<file path="src/rtl/bank_rd_arbiter.sv">
`default_nettype none
// ============================================================================
//  Module   : bank_rd_arbiter
//  Brief    : Read arbiter and return sequencer for the four-bank ECC memory.
//             Grants one requester per cycle, issues a one-hot bank read
//             enable, then delays {valid, bank, id} by READ_LATENCY so the
//             output MUX select and requester tag line up with bank data.
//  Options  : BANK_RR_ARB_EN - round-robin arbitration when defined,
//             fixed priority (lowest index wins) when undefined.
//  Revision : 1.0 - initial release
// ============================================================================
module bank_rd_arbiter #(
    parameter int ADDR_WIDTH   = 5,
    parameter int ADDR_1       = 5,
    parameter int ADDR_2       = 4,
    parameter int NUM_REQ      = 4,
    parameter int READ_LATENCY = 2
) (
    input  logic                          i_clk,
    input  logic                          i_rst,
    input  logic [NUM_REQ-1:0]            i_req,
    input  logic [NUM_REQ*ADDR_WIDTH-1:0] i_addr,
    output logic [NUM_REQ-1:0]            o_gnt,
    output logic [3:0]                    o_rd_en,
    output logic [ADDR_WIDTH-1:0]         o_rd_addr,
    output logic [1:0]                    o_sel,
    output logic                          o_rvalid,
    output logic [$clog2(NUM_REQ)-1:0]    o_rid,
    output logic                          o_idle
);

    localparam int C_IDW = $clog2(NUM_REQ);

    // Arbitration results for the current cycle
    logic [NUM_REQ-1:0]    w_gnt;
    logic [C_IDW-1:0]      w_gnt_id;
    logic                  w_gnt_vld;
    logic [ADDR_WIDTH-1:0] w_gnt_addr;
    logic [1:0]            w_bank;

    // Issue stage
    logic                  r_iss_v_q;
    logic [1:0]            r_iss_bank_q;
    logic [C_IDW-1:0]      r_iss_id_q;
    logic [3:0]            r_rd_en_q;
    logic [ADDR_WIDTH-1:0] r_rd_addr_q;

    // Return pipe; index READ_LATENCY-1 is the tail feeding the outputs
    logic [READ_LATENCY-1:0] r_pv_q;
    logic [1:0]              r_pbank_q [READ_LATENCY];
    logic [C_IDW-1:0]        r_pid_q   [READ_LATENCY];

`ifdef BANK_RR_ARB_EN
    logic [C_IDW-1:0] r_ptr_q;
    logic [C_IDW-1:0] r_ptr_d;
    int               w_dist;
    int               w_best_dist;

    // Round-robin pick: requester with the smallest distance from pointer+1
    always_comb begin
        w_gnt_id    = '0;
        w_gnt_vld   = 1'b0;
        w_dist      = 0;
        w_best_dist = NUM_REQ;
        for (int k = 0; k < NUM_REQ; k++) begin
            if (i_req[k]) begin
                w_dist = (k + NUM_REQ - 1 - int'(r_ptr_q)) % NUM_REQ;
                if (w_dist < w_best_dist) begin
                    w_best_dist = w_dist;
                    w_gnt_id    = C_IDW'(k);
                    w_gnt_vld   = 1'b1;
                end
            end
        end
        if (i_rst) begin
            w_gnt_vld = 1'b0;
        end
        r_ptr_d = w_gnt_vld ? w_gnt_id : r_ptr_q;
    end

    // Last-grant pointer; reset so that requester 0 is searched first
    always_ff @(posedge i_clk) begin
        if (i_rst) begin
            r_ptr_q <= C_IDW'(NUM_REQ - 1);
        end else begin
            r_ptr_q <= r_ptr_d;
        end
    end
`else
    // Fixed priority pick: scan downwards so the lowest active index wins
    always_comb begin
        w_gnt_id  = '0;
        w_gnt_vld = 1'b0;
        for (int k = NUM_REQ - 1; k >= 0; k--) begin
            if (i_req[k]) begin
                w_gnt_id  = C_IDW'(k);
                w_gnt_vld = 1'b1;
            end
        end
        if (i_rst) begin
            w_gnt_vld = 1'b0;
        end
    end
`endif

    // One-hot grant, granted address mux and bank field extraction
    always_comb begin
        w_gnt      = '0;
        w_gnt_addr = '0;
        for (int k = 0; k < NUM_REQ; k++) begin
            w_gnt[k] = w_gnt_vld && (int'(w_gnt_id) == k);
            if (w_gnt[k]) begin
                w_gnt_addr = i_addr[k*ADDR_WIDTH +: ADDR_WIDTH];
            end
        end
        w_bank = w_gnt_addr[ADDR_1-1:ADDR_2-1];
    end

    // Issue stage: read enable is a single-cycle strobe, address/tag hold
    always_ff @(posedge i_clk) begin
        if (i_rst) begin
            r_iss_v_q    <= 1'b0;
            r_iss_bank_q <= 2'b00;
            r_iss_id_q   <= '0;
            r_rd_en_q    <= 4'b0000;
            r_rd_addr_q  <= '0;
        end else begin
            r_iss_v_q <= w_gnt_vld;
            r_rd_en_q <= w_gnt_vld ? (4'b0001 << w_bank) : 4'b0000;
            if (w_gnt_vld) begin
                r_iss_bank_q <= w_bank;
                r_iss_id_q   <= w_gnt_id;
                r_rd_addr_q  <= w_gnt_addr;
            end
        end
    end

    // Latency pipe: data only advances with a valid entry so the tail keeps
    // the last returned select/ID while idle (no MUX select glitches)
    always_ff @(posedge i_clk) begin
        if (i_rst) begin
            r_pv_q <= '0;
            for (int i = 0; i < READ_LATENCY; i++) begin
                r_pbank_q[i] <= 2'b00;
                r_pid_q[i]   <= '0;
            end
        end else begin
            r_pv_q[0] <= r_iss_v_q;
            if (r_iss_v_q) begin
                r_pbank_q[0] <= r_iss_bank_q;
                r_pid_q[0]   <= r_iss_id_q;
            end
            for (int i = 1; i < READ_LATENCY; i++) begin
                r_pv_q[i] <= r_pv_q[i-1];
                if (r_pv_q[i-1]) begin
                    r_pbank_q[i] <= r_pbank_q[i-1];
                    r_pid_q[i]   <= r_pid_q[i-1];
                end
            end
        end
    end

    assign o_gnt     = w_gnt;
    assign o_rd_en   = r_rd_en_q;
    assign o_rd_addr = r_rd_addr_q;
    assign o_rvalid  = r_pv_q[READ_LATENCY-1];
    assign o_sel     = r_pbank_q[READ_LATENCY-1];
    assign o_rid     = r_pid_q[READ_LATENCY-1];
    assign o_idle    = ~(r_iss_v_q | (|r_pv_q));

endmodule
`default_nettype wire

</file>
<file path="config.mk">
export PLATFORM = sky130hd
export DESIGN_NAME = bank_rd_arbiter
export DESIGN_NICKNAME = d
export VERILOG_FILES = /design/src/rtl/bank_rd_arbiter.sv
export SDC_FILE = /design/constraint.sdc
export NUM_CORES = 1
export LEC_CHECK = 0
export CAP_MARGIN = 30
export CORE_UTILIZATION = 59
export DETAILED_ROUTE_END_ITERATION = 8
export DONT_BUFFER_PORTS = 1
export MAX_ROUTING_LAYER = met4
export PLACE_DENSITY = 0.77
export SLEW_MARGIN = 40
export SYNTH_ARGS = -nofsm -noshare
export SYNTH_HDL_FRONTEND = slang
export SYNTH_SLANG_ARGS = --single-unit
export TNS_END_PERCENT = 10
</file>
<file path="constraint.sdc">
create_clock -name i_clk -period 1.3 [get_ports i_clk]
set_input_delay 0.13 -clock i_clk [delete_from_list [all_inputs] [get_ports i_clk]]
set_output_delay 0.13 -clock i_clk [all_outputs]
set_load 0.005 [all_outputs]
</file>
==> impl_metrics.json <==
{
  "drt_pre_antenna_iters": 6,
  "timing.fmax_mhz": 795,
  "synth_cell_types": 35,
  "setup_violations": 0,
  "synth_area_leader_cell": "dfxtp_1",
  "initial_core_util_pct": 64.8,
  "pin_count": 45,
  "numPortBuffers": 0,
  "cts_buffers": 3,
  "grt_usage_pct": 23.1,
  "maxCapViolations": 0,
  "min_period_over_period_pct": 96.8,
  "outcome": "finished with violations",
  "place.gp.congestion": 0.853,
  "hpwl_mm": 1.35,
  "synthFlopType": "dfxtp_1",
  "cp-end-kind": "flip-flop",
  "die_area_um2": 1880,
  "violations": "design-rule violations",
  "die_h_um": 43.4,
  "hp-class": "in -> reg",
  "num_rows": 14,
  "yosysWarnings": 0,
  "critPathMaxFanout": 7,
  "yosys.area.top_type_share_pct": 27.8,
  "final_util_pct": 70.9,
  "layout_common_cells": "dfxtp_1, and2_1, dlygate4sd3_1",
  "clk_pin_slew_worst_paths_ns": 0.10,
  "antenna_left": 0,
  "layout-drive-gt1-share_pct": 13.9,
  "num_antenna_cells": 0,
  "syn_area_per_cell_um2": 10.6,
  "rsz0062_at_grt": "yes",
  "pre_cts_ws_ns": 0.117,
  "cts_tree": "built",
  "fp.dieW_um": 43.4,
  "synth_edf_count": 8,
  "synth.area.top_cells": "dfxtp_1, edfxtp_1, and2_1",
  "worst-setup-path-type": "in -> reg",
  "dr.first_iter.drc_count": 21,
  "peakVddDrop_v": 0.000611,
  "fin_skew_ns": 0.00631,
  "detail_route.vias_per_cell": 6.00,
  "final_common_cell": "dfxtp_1",
  "antenna_found_initial": 0,
  "grt_pass1_vias": 704,
  "grt_max_degree": 14,
  "htreeDepth": 1,
  "min_period_ns": 1.26,
  "place_area_um2": 980,
  "power.total_w": 0.00121,
  "routedWlPerCell_um": 15.8,
  "slew_headroom_pct": 73.4,
  "synthCells": 95,
  "synth-async-reset-ratio_pct": 0,
  "vias": 702,
  "final_nets": 128,
  "arrival_ns": 1.44,
  "synth_seq_cells": 22,
  "synth_nets": 121,
  "cts.sinks": 22,
  "core_region_area_um2": 1560,
  "grt_pass1_wl_mm": 3.13,
  "design_area_um2": 1110,
  "p_per_area_nw_per_um2": 1090,
  "grt_overflow": 0,
  "cts-root-buf": "clkbuf_4",
  "fillCellCount": 120,
  "area_growth_pct": 9.54,
  "fin_ws_ns": 0.0418,
  "power.leakage_nw": 0.439,
  "finalWirelength_mm": 1.85,
  "finalHoldViolations": 0,
  "syn-cell-area_um2": 1010,
  "cts_buffer_depth": 2,
  "clock_latency_ns": 0.29,
  "seq_area_frac_synth_pct": 51.5,
  "worst_pin_slew_ns": 0.398,
  "cp-start-kind": "primary input",
  "cp.required_ns": 1.48,
  "finalMaxSlewViolations": 0,
  "drcViolationCount": 10,
  "cts_setup_buffers": 0
}
Yosys cell counts (2+ instances only):
cell,count
nand2_1,4
dfxtp_1,14
and3_1,4
buf_4,5
or3_1,2
or2_2,2
a221oi_1,3
edfxtp_1,8
o31a_1,2
a21oi_1,5
nor2b_1,5
inv_1,2
nor3_1,2
nor2_1,7
and2_1,10
where the power goes:
part | switching [W] | internal, W | total, W | leakage (nW)
registers | 0.0000270 | 0.000762 | 0.000789 | 0.202
clock network | 0.000175 | 0.000111 | 0.000286 | 0.0154
logic | 0.0000561 | 0.0000743 | 0.000130 | 0.221
state kept, by name (all words and copies together), names as in the netlist:
| name | cells |
|---|---|
| r_pbank_q | 4 |
| o_rd_en | 4 |
| r_iss_id_q | 2 |
| r_pv_q | 2 |
| r_iss_bank_q | 2 |
| r_iss_v_q | 1 |
| o_rd_addr | 3 |
| r_pid_q | 4 |
stage by stage:
| stage | setup TNS (ns) | hold WS (ns) | cells |
|---|---|---|---|
| 2_1_floorplan | 0 | 0.248 | 95 |
| 3_3_place_gp | 0 | 0.203 | 104 |
| 3_5_place_dp | 0 | 0.205 | 104 |
| 4_1_cts | 0 | 0.00937 | 117 |
| 5_1_grt | -0.000270 | 0.0000453 | 117 |
| 6_report | 0 | 0.0132 | 117 |
routing by layer:
layer	track usage, %	wire (µm)	vias to the layer above
met1	26.8	739	325
met2	39.4	969	27
met5	-	0	-
li1	-	-	348
met3	6.67	121	2
met4	5.63	19	0
final cells by class:
class	instances	area (µm²)	share of cell area [%]
multi-input cells	63	433	39.1
well taps	16	20.0	1.81
clock inverters	1	3.75	0.339
repair buffers	10	97.6	8.82
inverters	2	7.51	0.679
clock buffers	3	22.5	2.04
flip-flops and latches	22	522	47.2
timing repair:
| action | in CTS | in global routing |
|---|---|---|
| hold endpoints to repair | 10 | 0 |
| gates resized for setup | 0 | 3 |
| setup endpoints to repair | 0 | 2 |
| hold buffers | 9 | 0 |
worst paths after layout:
kind	start	to	slack (ns)	cells after the start
min reg2reg	r_iss_bank_q[1]	r_iss_bank_q[1]	0.50	2
max reg2reg	r_iss_id_q[1]	r_iss_id_q[1]	0.05	2
max	i_req[3]	r_iss_id_q[1]	0.04	3
min	i_rst	r_iss_id_q[0]	0.01	2
cell families after synthesis:
family / synth area share, %
flip-flops: 51.5
buffers and inverters: 6.44
multiplexers: 2.11
AO/OA/AOI/OAI: 13.6
AND/OR/NAND/NOR: 26.3
critical path, cell delays in order:
cell and delay (ns):
dlygate4sd3_1 0.53, o31a_1 0.23, dlygate4sd3_1 0.55
Note: power is estimated with default switching activity, not from simulation.
